$ cat src/rtl/axi_w_burst_buffer.sv
// Narrow-side write buffer ahead of the upsizing data-width converter: holds each AW
// until its W burst is fully stored (or the W buffer fills), then releases W without bubbles.
module axi_w_burst_buffer #(
  parameter int unsigned AxiMaxWriteTxns = 8,
  parameter int unsigned WBufDepth       = 16,
  // Bit position of the W 'last' flag inside the packed w_chan_t.
  parameter int unsigned WLastBit        = 0,
  parameter type         aw_chan_t       = logic,
  parameter type         w_chan_t        = logic,
  parameter type         b_chan_t        = logic,
  parameter type         ar_chan_t       = logic,
  parameter type         r_chan_t        = logic
) (
  input  logic     clk_i,
  input  logic     rst_ni,
  // upstream (narrow master side)
  input  aw_chan_t slv_aw_i,
  input  logic     slv_aw_valid_i,
  output logic     slv_aw_ready_o,
  input  w_chan_t  slv_w_i,
  input  logic     slv_w_valid_i,
  output logic     slv_w_ready_o,
  output b_chan_t  slv_b_o,
  output logic     slv_b_valid_o,
  input  logic     slv_b_ready_i,
  input  ar_chan_t slv_ar_i,
  input  logic     slv_ar_valid_i,
  output logic     slv_ar_ready_o,
  output r_chan_t  slv_r_o,
  output logic     slv_r_valid_o,
  input  logic     slv_r_ready_i,
  // downstream (toward the converter)
  output aw_chan_t mst_aw_o,
  output logic     mst_aw_valid_o,
  input  logic     mst_aw_ready_i,
  output w_chan_t  mst_w_o,
  output logic     mst_w_valid_o,
  input  logic     mst_w_ready_i,
  input  b_chan_t  mst_b_i,
  input  logic     mst_b_valid_i,
  output logic     mst_b_ready_o,
  output ar_chan_t mst_ar_o,
  output logic     mst_ar_valid_o,
  input  logic     mst_ar_ready_i,
  input  r_chan_t  mst_r_i,
  input  logic     mst_r_valid_i,
  output logic     mst_r_ready_o
);

  // Handshake rule on every channel: a beat transfers on a rising clk_i edge where
  // valid and ready are both high; valid and payload hold steady until that edge.

  localparam int unsigned AwPtrW = (AxiMaxWriteTxns > 1) ? $clog2(AxiMaxWriteTxns) : 1;
  localparam int unsigned AwCntW = $clog2(AxiMaxWriteTxns + 1);
  localparam int unsigned WPtrW  = $clog2(WBufDepth);
  localparam int unsigned WCntW  = $clog2(WBufDepth + 1);
  localparam int unsigned CmpW   = $clog2(AxiMaxWriteTxns + WBufDepth + 1);
  localparam int unsigned WBits  = $bits(w_chan_t);

  // ---------------------------------------------------------------------------
  // Pass-through channels
  // ---------------------------------------------------------------------------
  assign mst_ar_o       = slv_ar_i;
  assign mst_ar_valid_o = slv_ar_valid_i;
  assign slv_ar_ready_o = mst_ar_ready_i;
  assign slv_r_o        = mst_r_i;
  assign slv_r_valid_o  = mst_r_valid_i;
  assign mst_r_ready_o  = slv_r_ready_i;
  assign slv_b_o        = mst_b_i;
  assign slv_b_valid_o  = mst_b_valid_i;
  assign mst_b_ready_o  = slv_b_ready_i;

  // ---------------------------------------------------------------------------
  // AW FIFO
  // ---------------------------------------------------------------------------
  aw_chan_t            aw_mem [AxiMaxWriteTxns];
  logic [AwPtrW-1:0]   aw_wr_ptr, aw_rd_ptr;
  logic [AwCntW-1:0]   aw_count;
  logic                aw_full, aw_empty, aw_push, aw_pop;

  assign aw_full        = (aw_count == AwCntW'(AxiMaxWriteTxns));
  assign aw_empty       = (aw_count == '0);
  assign slv_aw_ready_o = !aw_full;
  assign aw_push        = slv_aw_valid_i && !aw_full;
  assign aw_pop         = mst_aw_valid_o && mst_aw_ready_i;
  assign mst_aw_o       = aw_mem[aw_rd_ptr];

  function automatic logic [AwPtrW-1:0] aw_ptr_inc(input logic [AwPtrW-1:0] p);
    return (p == AwPtrW'(AxiMaxWriteTxns - 1)) ? '0 : p + AwPtrW'(1);
  endfunction

  always_ff @(posedge clk_i) begin
    if (aw_push) aw_mem[aw_wr_ptr] <= slv_aw_i;
  end

  always_ff @(posedge clk_i or negedge rst_ni) begin
    if (!rst_ni) begin
      aw_wr_ptr <= '0;
      aw_rd_ptr <= '0;
      aw_count  <= '0;
    end else begin
      if (aw_push) aw_wr_ptr <= aw_ptr_inc(aw_wr_ptr);
      if (aw_pop)  aw_rd_ptr <= aw_ptr_inc(aw_rd_ptr);
      case ({aw_push, aw_pop})
        2'b10:   aw_count <= aw_count + AwCntW'(1);
        2'b01:   aw_count <= aw_count - AwCntW'(1);
        default: aw_count <= aw_count;
      endcase
    end
  end

  // ---------------------------------------------------------------------------
  // W FIFO
  // ---------------------------------------------------------------------------
  w_chan_t             w_mem [WBufDepth];
  logic [WPtrW-1:0]    w_wr_ptr, w_rd_ptr;
  logic [WCntW-1:0]    w_count;
  logic                w_full, w_empty, w_push, w_pop;
  logic [WBits-1:0]    slv_w_bits, mst_w_bits;
  logic                w_in_last, w_out_last;

  assign w_full        = (w_count == WCntW'(WBufDepth));
  assign w_empty       = (w_count == '0);
  assign slv_w_ready_o = !w_full;
  assign w_push        = slv_w_valid_i && !w_full;
  assign w_pop         = mst_w_valid_o && mst_w_ready_i;
  assign mst_w_o       = w_mem[w_rd_ptr];
  assign slv_w_bits    = slv_w_i;
  assign mst_w_bits    = mst_w_o;
  assign w_in_last     = slv_w_bits[WLastBit];
  assign w_out_last    = mst_w_bits[WLastBit];

  function automatic logic [WPtrW-1:0] w_ptr_inc(input logic [WPtrW-1:0] p);
    return (p == WPtrW'(WBufDepth - 1)) ? '0 : p + WPtrW'(1);
  endfunction

  always_ff @(posedge clk_i) begin
    if (w_push) w_mem[w_wr_ptr] <= slv_w_i;
  end

  always_ff @(posedge clk_i or negedge rst_ni) begin
    if (!rst_ni) begin
      w_wr_ptr <= '0;
      w_rd_ptr <= '0;
      w_count  <= '0;
    end else begin
      if (w_push) w_wr_ptr <= w_ptr_inc(w_wr_ptr);
      if (w_pop)  w_rd_ptr <= w_ptr_inc(w_rd_ptr);
      case ({w_push, w_pop})
        2'b10:   w_count <= w_count + WCntW'(1);
        2'b01:   w_count <= w_count - WCntW'(1);
        default: w_count <= w_count;
      endcase
    end
  end

  // ---------------------------------------------------------------------------
  // Burst bookkeeping
  // ---------------------------------------------------------------------------
  logic [CmpW-1:0]   complete_cnt;
  logic [AwCntW-1:0] issued_cnt;
  logic              skip_last;
  logic              w_in_last_hs, w_out_last_hs;
  logic              cmp_inc, cmp_dec, set_skip;

  assign w_in_last_hs  = w_push && w_in_last;
  assign w_out_last_hs = w_pop && w_out_last;
  assign cmp_inc       = w_in_last_hs && !skip_last;
  assign cmp_dec       = aw_pop && (complete_cnt != '0);
  // An AW released by the full-buffer path owns a burst whose last beat is still upstream.
  assign set_skip      = aw_pop && (complete_cnt == '0);

  assign mst_aw_valid_o = !aw_empty && ((complete_cnt != '0) || w_full);
  assign mst_w_valid_o  = !w_empty && (issued_cnt != '0);

  always_ff @(posedge clk_i or negedge rst_ni) begin
    if (!rst_ni) begin
      complete_cnt <= '0;
      issued_cnt   <= '0;
      skip_last    <= 1'b0;
    end else begin
      case ({cmp_inc, cmp_dec})
        2'b10:   complete_cnt <= complete_cnt + CmpW'(1);
        2'b01:   complete_cnt <= complete_cnt - CmpW'(1);
        default: complete_cnt <= complete_cnt;
      endcase
      case ({aw_pop, w_out_last_hs})
        2'b10:   issued_cnt <= issued_cnt + AwCntW'(1);
        2'b01:   issued_cnt <= issued_cnt - AwCntW'(1);
        default: issued_cnt <= issued_cnt;
      endcase
      if (set_skip) begin
        skip_last <= 1'b1;
      end else if (w_in_last_hs && skip_last) begin
        skip_last <= 1'b0;
      end
    end
  end

  a_complete_no_overflow: assert property (@(posedge clk_i) disable iff (!rst_ni)
    !(w_in_last_hs && !skip_last && (complete_cnt == '1)));

  a_issued_no_underflow: assert property (@(posedge clk_i) disable iff (!rst_ni)
    !(w_out_last_hs && !aw_pop && (issued_cnt == '0)));

endmodule

$ cat config.mk
export PLATFORM = sky130hd
export DESIGN_NAME = axi_w_burst_buffer
export DESIGN_NICKNAME = d
export VERILOG_FILES = /design/src/rtl/axi_w_burst_buffer.sv
export SDC_FILE = /design/constraint.sdc
export NUM_CORES = 1
export LEC_CHECK = 0
export ABC_AREA = 1
export BUFFER_PORTS_ARGS = -buffer_cell sky130_fd_sc_hd__buf_4
export CAP_MARGIN = 20
export CORE_UTILIZATION = 40
export DETAILED_ROUTE_END_ITERATION = 8
export PLACE_DENSITY_LB_ADDON = 0.08
export SETUP_SLACK_MARGIN = 0.15
export SYNTH_ARGS = -nofsm -noshare
export SYNTH_HDL_FRONTEND = slang
export SYNTH_SLANG_ARGS = --single-unit
$ cat constraint.sdc
create_clock -name clk_i -period 6.6 [get_ports clk_i]
set_input_delay 0 -clock clk_i [delete_from_list [all_inputs] [get_ports clk_i]]
set_output_delay 0 -clock clk_i [all_outputs]
set_load 0.02 [all_outputs]
After elaboration in Yosys (flattened, before gate mapping)
Memories as Yosys holds them, arrays and structs flattened.
Index checks and enable logic that the tools add are counted.

storage, ports and cells
  flip-flop bits (word level) = 33
  memory bits (writable) = 24
  output and inout bits = 15
  word-level logic and storage cells = 79
  memories kept = 2

memory list
  name    depth  width  read ports  clocked after memory_dff  write ports  RTL line  RTL
  w_mem   16     1      1           0                         1            115       w_chan_t w_mem [WBufDepth];
  aw_mem  8      1      1           0                         1            76        aw_chan_t aw_mem [AxiMaxWriteTxns];

cells by class
  $add $sub $neg = 12
  equality and inequality tests = 14
  multiplexer cells = 14
  reductions and logical operators = 28

operators by type and width
  operator               number
  $pmux W5 S2            2
  $add A4 B1 Y4 const B  4
  $pmux W4 S2            2
  $eq A4 B4 Y1 const B   3
  $logic_and A1 B1 Y1    12
  $add A5 B1 Y5 const B  2
  $logic_not A5 Y1       2
  $reduce_bool A2 Y1     5
  $sub A5 B1 Y5 const B  2
  $eq A2 B1 Y1 const B   4
  $eq A2 B2 Y1 const B   4
  $mux W4                2
  $sub A4 B1 Y4 const B  2
  $add A3 B1 Y3 const B  2
  $eq A3 B3 Y1 const B   2
  $mux W1                6
  $mux W3                2
  $eq A5 B5 Y1 const B   1
  $logic_not A1 Y1       5
  $reduce_bool A5 Y1     1
  $logic_not A4 Y1       1
  $reduce_bool A4 Y1     1
  $logic_or A1 B1 Y1     1

Depth between registers and ports, before layout
Gate-level depths: netlist of the first run.

  depth in word-level cells = 7
  mapped depth = 20
  mapped depth without buffers = 19

Worst setup path after synthesis of the first run
No wires, ideal clock.

  path type = reg-to-reg
  start point = register w_count[1]
  end point = register complete_cnt[4]
  data arrival time = 2.110 ns
  required time = 6.483 ns
  slack = 4.374 ns
  cell stages (with the launch flop) = 19
  period minus slack after synthesis = 2.226 ns
  path through = dfrtp_1 nor2_4 nand4_4 nand2_2 nand3_4 nor2_1 ha_1 inv_2 nand2_1 nand2_1 ha_1 inv_1 nand2_1 nand3_1 nand2_1 nand2_1 nand2_1 nand2_1 nand2_1

on the way
  word-level cells in the longest chain between the ends = 7
  elaborated cells between the ends (all ways) = 13
  those cells by class = eq/ne: 3; mux: 1; reduce/logical: 9

RTL lines
  what                                                      RTL line  RTL
  start: declaration                                        117       logic [WCntW-1:0] w_count;
  start signal: assignment                                  150       2'b10: w_count <= w_count + WCntW'(1);
  start signal: assignment                                  151       2'b01: w_count <= w_count - WCntW'(1);
  start signal: assignment                                  152       default: w_count <= w_count;
  $eq A5 B5 Y1 (*)                                          122       assign w_full = (w_count == WCntW'(WBufDepth));
  $logic_not A1 Y1 (*)                                      n/a
  via slv_w_ready_o                                         22        output logic slv_w_ready_o,
  $logic_and A1 B1 Y1 (*)                                   125       assign w_push = slv_w_valid_i && !w_full;
  $logic_and A1 B1 Y1 (*)                                   166       assign w_in_last_hs = w_push && w_in_last;
  $logic_and A1 B1 Y1 (*)                                   168       assign cmp_inc = w_in_last_hs && !skip_last;
  $eq A2 B1 Y1 / $eq A2 B2 Y1 (equally long branches)       182       case ({cmp_inc, cmp_dec})
  $pmux W5 S2 / $reduce_bool A2 Y1 (equally long branches)  n/a
  end signal: assignment                                    183       2'b10: complete_cnt <= complete_cnt + CmpW'(1);
  end signal: assignment                                    184       2'b01: complete_cnt <= complete_cnt - CmpW'(1);
  end signal: assignment                                    185       default: complete_cnt <= complete_cnt;
  end: declaration                                          160       logic [CmpW-1:0] complete_cnt;

Mark *: on every way through the listed nets, which the timed path passes. The rest lies on a longest branch.
A chain may end at the register's enable or synchronous reset.

Worst setup path after layout of the first run
  start point = register w_count[1]
  end point = register complete_cnt[4]

on the way
  word-level cells in the longest chain between the ends = 7
  elaborated cells between the ends (all ways) = 13
  those cells by class = eq/ne: 3; mux: 1; reduce/logical: 9

RTL lines
  what                                                           RTL line
  $eq A5 B5 Y1 (*)                                               122
  $logic_or A1 B1 Y1 / $logic_not A1 Y1 (equally long branches)  173, 125
  $logic_and A1 B1 Y1 (on tied branches)                         173, 125
  $logic_and A1 B1 Y1 (on tied branches)                         85, 166
  $logic_and A1 B1 Y1 (on tied branches)                         169, 168
  $eq A2 B1 Y1 / $eq A2 B2 Y1 (equally long branches)            182
  $pmux W5 S2 / $reduce_bool A2 Y1 (equally long branches)       n/a

Mark *: on every way between the ends. The rest lies on a longest branch, timed or not.

==> flow_summary.ini, run 1 <==
[clock_network]
path_clk_slew_ps = 70
htreeDepth = 3
cts_buffer_depth = 2
cts_tree = yes
post_cts_buffers = 0
root_buffer = clkbuf_8
cts_buffers = 9
cts.sinks = 57
clk_latency_ps = 340

[logic_synthesis]
yosysWarnings = 0
ys_seq_area_share_pct = 45.5
synth_top_area_cell = dfrtp_1
synth_fp_nets = 441
synthAdderAreaFrac_pct = 9.87
avgSynthCellArea_um2 = 8.52
synth_xor_area_share_pct = 3.06
synth_simple_gate_area_share_pct = 26.2
synthTopCellsByArea = dfrtp_1 (24%), edfxtp_1 (21%), nand2_1 (12%)
synth_area_um2 = 3400
synthCells = 399
synth_top_family_by_area = simple AND/OR/NAND/NOR gates
yosys.area.top_type_share_pct = 24.3
yosys_register_bits = 57
synth_cell_type_count = 38
synth_compound_area_share_pct = 5.78
muxShareOfSynthArea_pct = 0

[global_routing]
antenna_found_initial = 0
grt_usage_pct = 15.4
grt-busiest-layer = met2
use_met1_pct = 16.5
grt_pass1_vias = 2438
use_met3_pct = 2.83
gr-total-overflow = 0
grt_first_pass_wirelength_um = 10400
gr-usage-met2_pct = 27.4
grt_start_max_net_pins = 34

[run_status]
outcome = finished, final reports clean

[routing]
wl_um = 6020
ant_nets = 0
firstDrtPassIters = 4
wl_per_cell_um = 11.4
drt-vias-per-instance = 4.63
num_vias = 2434
post-route-drc-count = 0
drtIter0Drc = 81

[floorplan]
die_h_um = 94.2
rows = 33
start_util_pct = 41.4
io_pins = 32
die-area_um2 = 8870
die-width_um = 94.2
core_um2 = 8220

[finish]
fin_nets = 458
multi_input_area_um2 = 1530
diodes = 0
synthToLayoutAreaGrowth_pct = 9.94
layout-drive-gt1-share_pct = 11.9
final-seq-area_um2 = 1550
n_fill_cell = 808

[pwr]
swShare_pct = 44.6
p_switching_mw = 0.778
power_density_nw_per_um2 = 467
seqPwrFrac_pct = 35.3
p_clk_share_pct = 15.6
finalPower_mw = 1.75
p_leak_nw = 1.81
pwr-share-comb_pct = 49.2
vdd_drop_max_mv = 0.188
p_int_mw = 0.968

[critical_path]
critPathRequiredTime_ps = 6830
end_kind = register
crit_path_max_fanout = 6
startpoint_type = register
crit_type = register to register
cp.arrival_ps = 2690
r2r_slack_ps = 4140

[sta]
slew_headroom_pct = 69.2
fin_tns_setup_ps = 0
slew_viol_final = 0
period_share_pct = 37.3
finalCriticalPeriod_ps = 2460
skew_ps = 10.7
worst_pin_slew_ps = 462
hold_violations = 0
finalSetupViolCount = 0
fmax_mhz = 406
rsz0062_at_grt = false

[worst_hold_path]
hp-class = primary input to primary output

[placed_design]
hpwlAfterDp_um = 4500
portBuffers = 13
place_congestion = 0.802

[flow_run]
drv_cap = 0
logic make-up after synthesis:
kind of cell / count (synthesis)
simple gates: 199
buf+inv: 70
flops: 57
compound gates: 37
fa+ha+maj: 25
xor+xnor: 11
worst max-delay path, cell delays in order (launching register included):
cell     delay [ps]
dfrtp_1         440
nor2_4          150
nand4_4         120
nand2_2         140
nand3_4         130
nor2_1          170
ha_1            310
inv_2            80
nand2_1          60
nand2_1          70
ha_1            170
inv_1            50
nand2_1          70
nand3_1         110
nand2_1          60
nand2_1          50
nand2_1          50
nand2_1          50
nand2_1          50
cell type report:
cell class,instances,share of cell area [%]
Clock buffer,10,3.42
Clock inverter,6,0.938
Inverter,59,6.23
Multi-Input combinational cell,272,40.8
Sequential cell,57,41.4
Tap cell,105,3.52
Timing Repair Buffer,17,3.68
synth_stat cells, drive strengths merged:
cell type,instances
nand2,112
inv,57
nor2,53
dfrtp,33
o21ai,26
edfxtp,24
ha,22
nand3,22
buf,11
xnor2,8
a21oi,7
nand3b,5
nand4,4
fa,3
xor2,3
clkinv,2
nor3,2
o22ai,2
a21boi,1
o21a,1
or2,1
layout by cell type, fill, tap and decap left out, types with 6 or more instances in the layout:
cell,instances
nand2_1,106
a21oi_1,6
clkbuf_8,9
edfxtp_1,24
ha_1,22
nand3_1,20
inv_1,53
buf_4,13
xnor2_1,8
dfrtp_1,33
nor2_1,49
o21ai_0,25
per-layer routing:
metal,up-vias,part of all wire (%)
met5,-,0
met4,0,2.8
met3,16,3.1
met2,24,49
met1,1101,45
li1,1293,-
flip-flops by register name (all words and copies together) (netlist names):
signal,count
aw_count,4
aw_mem,8
aw_rd_ptr,3
aw_wr_ptr,3
complete_cnt,5
issued_cnt,4
skip_last,1
w_count,5
w_mem,16
w_rd_ptr,4
w_wr_ptr,4
stage by stage:
step                hold slack [ps]  utilization [%]  worst slack [ps]  cell area (um2)  instances
finish                      0.00884             45.5              4140             3740        526
global route                 0.0501             45.5              3940             3740        526
CTS                           0.236             45.5              4150             3740        526
detailed placement            -2.02             43.0              4170             3530        506
global placement              -7.04             43.0              4140             3530        506
floorplan                      -296                -              4370             3400        399
final timing paths:
| check | from | endpoint | cells after the start |
|---|---|---|---|
| min in group asynchronous | rst_ni | issued_cnt[1] | 2 |
| worst min-delay path | mst_b_valid_i | slv_b_valid_o | 0 |
| max in group asynchronous | rst_ni | aw_count[2] | 2 |
| worst min register to register | issued_cnt[0] | issued_cnt[0] | 1 |
| worst max-delay path | w_count[1] | complete_cnt[4] | 18 |
| worst max register to register | w_count[1] | complete_cnt[4] | 18 |
power groups by stage:
stage                     registers [mW]  clock network (mW)  logic [mW]
after global placement             0.623                   0       0.857
after detailed placement           0.625                   0       0.865
after global routing               0.634               0.296        1.01
final                              0.616               0.272       0.858
after CTS                          0.619               0.284       0.876
after floorplan                    0.588                   0       0.712
repair_timing:
item	CTS	global route
gates resized for setup	0	0
hold endpoints to repair	58	0
endpoints found under the setup margin	0	0
hold buffers	4	0
Power figures use the tool's default switching activity.
==> inputs of run 2 (changes only) <==
--- a/config.mk
+++ b/config.mk
@@ -5,7 +5,7 @@
 export SDC_FILE = /design/constraint.sdc
 export NUM_CORES = 1
 export LEC_CHECK = 0
-export ABC_AREA = 1
+export ABC_AREA = 0
 export BUFFER_PORTS_ARGS = -buffer_cell sky130_fd_sc_hd__buf_4
 export CAP_MARGIN = 20
 export CORE_UTILIZATION = 40
==> constraint.sdc (replaced) <==
create_clock -name clk_i -period 2.45 [get_ports clk_i]
set_input_delay 0 -clock clk_i [delete_from_list [all_inputs] [get_ports clk_i]]
set_output_delay 0 -clock clk_i [all_outputs]
set_load 0.02 [all_outputs]
==> flow_summary.ini, run 2 <==
[logic_synthesis]
synth_area_um2 = 3290
synth_top_area_cell = dfrtp_1
synth_cell_type_count = 52
avgSynthCellArea_um2 = 11.3
synth_most_common_cell = dfrtp_1
synth_fp_nets = 334
ys_top_cells_by_count = dfrtp_1 (33), edfxtp_1 (24), ha_1 (22)
yosys_register_bits = 57
synth-async-reset-ratio_pct = 57.9
ys.flop_type = dfrtp_1
yosys.area.top_type_share_pct = 25.1
synth_edf_count = 24
synthTopCellsByArea = dfrtp_1 (25%), edfxtp_1 (22%), ha_1 (8.4%)
synthCells = 292
yosysWarnings = 0
ys_seq_area_share_pct = 47.1

[pwr]
p_leak_nw = 1.82
vdd_drop_max_mv = 0.627
power_density_nw_per_um2 = 1360

[finish]
synthToLayoutAreaGrowth_pct = 34.7
fin_nets = 406
final_cell_mix = buf_4 (66), dfrtp_1 (31), edfxtp_1 (24)
diodes = 0
final_cells = 471
layout-drive-gt1-share_pct = 43.4
top_register = w_mem
largestRegisters = w_mem (16), aw_mem (8)
largest_reg_flops = 16
final_common_cell = buf_4

[routing]
num_vias = 2380
post-route-drc-count = 0
drtIter0Drc = 122
wl_um = 6590
wl_per_cell_um = 14.0
ant_nets = 0
firstDrtPassIters = 4
drt-vias-per-instance = 5.05

[placed_design]
hpwlAfterDp_um = 4500
placed_cells = 434
place_congestion = 0.745
portBuffers = 13

[critical_path]
r2r_slack_ps = -70
critPathRequiredTime_ps = 2670
r2r-end = issued_cnt[3]
end_kind = register
startpoint_type = register
crit_path_max_fanout = 4
rr_worst_depth = 13
cp.arrival_ps = 2740
reg2reg_from = w_count[1]
crit_type = register to register

[sta]
fin_tns_setup_ps = -181
hold_violations = 0
rsz0062_at_grt = true
finalSetupViolCount = 4
worst_pin_slew_ps = 444
skew_ps = 14.1
slew_headroom_pct = 70.4
slew_viol_final = 0
period_share_pct = 103
finalCriticalPeriod_ps = 2520
fmax_mhz = 397
fin_ws_ps = -66.8

[clock_network]
cts_tree = yes
htreeDepth = 3
cts.sinks = 57
path_clk_slew_ps = 80
clk_latency_ps = 340
root_buffer = clkbuf_8
cts_buffer_depth = 2
cts_buffers = 9

[floorplan]
rows = 32
io_pins = 32
die-area_um2 = 8580
die-width_um = 92.6
start_util_pct = 41.9
die_h_um = 92.6
core_um2 = 7850

[global_routing]
gr-total-overflow = 0
grt_usage_pct = 17.0
antenna_found_initial = 0
grt_first_pass_wirelength_um = 11300
grt_start_max_net_pins = 34
grt_pass1_vias = 2455

[worst_hold_path]
holdPathStages = 0
hp-class = primary input to primary output
hold_end = slv_b_valid_o
min-delay-start = mst_b_valid_i

[run_status]
violations = negative setup slack
outcome = finished, violations left

[flow_run]
drv_cap = 0
[run 2: timing repair]
| action | CTS | global route |
|---|---|---|
| hold endpoints to repair | 57 | 0 |
| pin swaps | 24 | 18 |
| hold buffers | 3 | 0 |
| resized for setup | 38 | 25 |
| setup endpoints to repair | 10 | 11 |
| buffers inserted | 13 | 5 |
[run 2: logic make-up (layout without fill, tap and decap cells)]
| kind of cell | Yosys count | in the layout | share of synthesized area, % |
|---|---|---|---|
| and+or+nand+nor | 96 | 96 | 15.9 |
| DFF | 57 | 57 | 47.1 |
| AOI/OAI and AO/OA | 43 | 43 | 8.68 |
| buffers and inverters | 38 | 115 | 5.71 |
| adders and majority gates | 25 | 25 | 10.2 |
| muxes | 18 | 18 | 8.45 |
| xor gates and xnor gates | 15 | 15 | 4.00 |
[run 2: layout make-up]
type / instances / area [um2]
clock buffer: 9 / 124
inverter: 19 / 78.8
timing repair buffer: 80 / 649
tap: 102 / 128
sequential: 57 / 1550
clock inverter: 7 / 93.8
multi-input combinational: 197 / 1800
fill: 679 / 3420
[run 2: how the worst max path moves through the flow]
stage                           from         endpoint  slack [ps]  cells past startpoint
final                     w_count[1]    issued_cnt[3]         -70                     13
after CTS                 w_count[0]  complete_cnt[4]         -80                     11
after global placement    w_count[1]       w_count[4]        -120                     10
after global routing      w_count[1]  complete_cnt[4]        -270                     11
after detailed placement  w_count[1]       w_count[4]        -180                     10
after floorplan           w_count[1]  complete_cnt[4]        -130                     13
[run 2: where the power goes]
| group | total [mW] | switching [mW] | leakage, nW | internal [mW] |
|---|---|---|---|---|
| combinational | 3.34 | 1.50 | 1.10 | 1.85 |
| sequential | 1.71 | 0.374 | 0.612 | 1.34 |
| clock | 0.972 | 0.400 | 0.106 | 0.572 |
[run 2: stage by stage]
| step | setup WS [ps] | cell area [um2] | total power, mW | utilization (%) | hold WS (ps) |
|---|---|---|---|---|---|
| detailed placement | -178 | 3800 | 4.41 | 48.4 | -15.4 |
| CTS | -83.7 | 4280 | 5.82 | 54.6 | 0.137 |
| finish | -66.8 | 4430 | 6.02 | 56.4 | 0.00775 |
| floorplan | -132 | 3370 | 3.47 | - | -296 |
| global route | -269 | 4430 | 6.53 | 56.4 | 0.0293 |
| global placement | -124 | 3800 | 4.36 | 48.4 | -12.8 |
[run 2: per-layer routing]
metal,GRT usage [%],vias to the layer above,wire length (um)
li1,-,1180,-
met1,20.0,1152,2910
met2,29.9,37,3370
met3,4.76,11,204
met4,5.64,0,107
met5,0,-,0
[run 2: critical path, cell delays in order (launching register included)]
cell and delay [ps]:
dfrtp_1 410, nor4_4 370, buf_4 170, buf_6 90
nand2_4 60, a21oi_4 180, buf_6 130, inv_4 30
ha_4 170, ha_4 280, inv_4 40, nor4_2 210
nand4b_1 160, o311ai_2 100
==> inputs of run 3 (changes only) <==
--- a/config.mk
+++ b/config.mk
@@ -11,7 +11,6 @@
 export CORE_UTILIZATION = 40
 export DETAILED_ROUTE_END_ITERATION = 8
 export PLACE_DENSITY_LB_ADDON = 0.08
-export SETUP_SLACK_MARGIN = 0.15
 export SYNTH_ARGS = -nofsm -noshare
 export SYNTH_HDL_FRONTEND = slang
 export SYNTH_SLANG_ARGS = --single-unit
==> flow_summary.ini, run 3 (synthesis gave the netlist of run 2 again) <==
[sta]
hold_violations = 0
finalCriticalPeriod_ps = 2530
slew_viol_final = 0
period_share_pct = 103
finalSetupViolCount = 3
fmax_mhz = 396
skew_ps = 10.8
fin_ws_ps = -77.7
rsz0062_at_grt = true
worst_pin_slew_ps = 480
slew_headroom_pct = 68.0

[global_routing]
antenna_found_initial = 0
grt_usage_pct = 16.4
grt_pass1_vias = 2301
grt_first_pass_wirelength_um = 10900
grt_start_max_net_pins = 34
gr-total-overflow = 0

[finish]
synthToLayoutAreaGrowth_pct = 29.6
layout-drive-gt1-share_pct = 38.9
top_register = w_mem
final_cells = 467
final_common_cell = buf_4
largestRegisters = w_mem (16), aw_mem (8)
design_area_um2 = 4260
diodes = 0
final_cell_mix = buf_4 (71), dfrtp_1 (31), edfxtp_1 (24)
largest_reg_flops = 16
fin_nets = 402

[worst_hold_path]
min-delay-start = slv_b_ready_i
hp-class = primary input to primary output

[critical_path]
reg2reg_from = w_rd_ptr[0]
crit_path_max_fanout = 5
crit_type = register to register
timing.critical_path.from = w_rd_ptr[0]
critPathRequiredTime_ps = 2640
end_kind = register
cp.arrival_ps = 2720
startpoint_type = register

[pwr]
power_density_nw_per_um2 = 1310
vdd_drop_max_mv = 0.556
p_leak_nw = 1.77
finalPower_mw = 5.56

[placed_design]
place_congestion = 0.784
hpwlAfterDp_um = 4380
placed_cells = 437
portBuffers = 13
dpl_cell_area_um2 = 3820

[run_status]
outcome = finished, violations left
violations = negative setup slack

[routing]
drt-vias-per-instance = 4.95
wl_per_cell_um = 14.0
num_vias = 2310
drtIter0Drc = 95
firstDrtPassIters = 4
post-route-drc-count = 0
wl_um = 6530
ant_nets = 0

[floorplan]
start_util_pct = 41.9
die-width_um = 92.6
die_h_um = 92.6
rows = 32
core_um2 = 7850
io_pins = 32
die-area_um2 = 8580

[clock_network]
root_buffer = clkbuf_8
cts_buffers = 9
path_clk_slew_ps = 60
cts_buffer_depth = 2
htreeDepth = 3
cts.sinks = 57
cts_tree = yes
clk_latency_ps = 330

[flow_run]
drv_cap = 0
[run 3: power breakdown]
part | leakage (nW) | total [mW] | switching, mW | internal (mW)
Combinational | 1.07 | 3.01 | 1.36 | 1.65
Clock | 0.0978 | 0.845 | 0.353 | 0.491
Sequential | 0.612 | 1.71 | 0.371 | 1.34
Total | 1.77 | 5.56 | 2.08 | 3.48
[run 3: cell type report]
class	instances	area [um2]
Fill cell	728	3590
Multi-Input combinational cell	197	1730
Sequential cell	57	1550
Timing Repair Buffer	76	586
Clock buffer	12	145
Tap cell	102	128
Inverter	19	71.3
Clock inverter	4	43.8
[run 3: worst paths after layout]
check	end	slack (ps)	cells after the start
worst max-delay path	issued_cnt[3]	-80	10
worst min-delay path	mst_b_ready_o	0.009	0
worst max register to register	issued_cnt[3]	-80	10
worst min register to register	skip_last	510	1
max in group asynchronous	w_count[4]	1900	2
min in group asynchronous	w_rd_ptr[1]	180	2
[run 3: metal layers]
layer | GRT usage, % | routed length (um)
met1 | 20.8 | 3100
met3 | 5.01 | 172
met4 | 4.23 | 48
met5 | 0 | 0
met2 | 27.3 | 3210
[run 3: critical path, cell delays in order (launching register included)]
cell,delay (ps)
dfrtp_2,440
mux4_2,500
nor2b_1,150
a211oi_2,210
a211oi_2,100
ha_4,200
ha_4,260
inv_2,40
nor4_2,240
nand4b_1,160
o311ai_2,100
[run 3: repair_timing]
item                                    CTS  global route
pin swaps                                 9            19
gates cloned                              0             0
setup buffers                             6             5
hold endpoints to repair                 57             0
gates resized for setup                  10            25
endpoints found under the setup margin    7            10
hold buffers                              3             0
[run 3: per-stage QoR]
step / setup TNS (ps) / utilization [%] / worst slack [ps] / hold slack [ps]
floorplan: -333 / - / -132 / -296
global placement: -515 / 48.6 / -127 / 0.149
detailed placement: -688 / 48.6 / -149 / 0.149
CTS: -193 / 52.6 / -61.6 / 0.149
global route: -1030 / 54.2 / -218 / 0.0375
finish: -137 / 54.2 / -77.7 / 0.00882
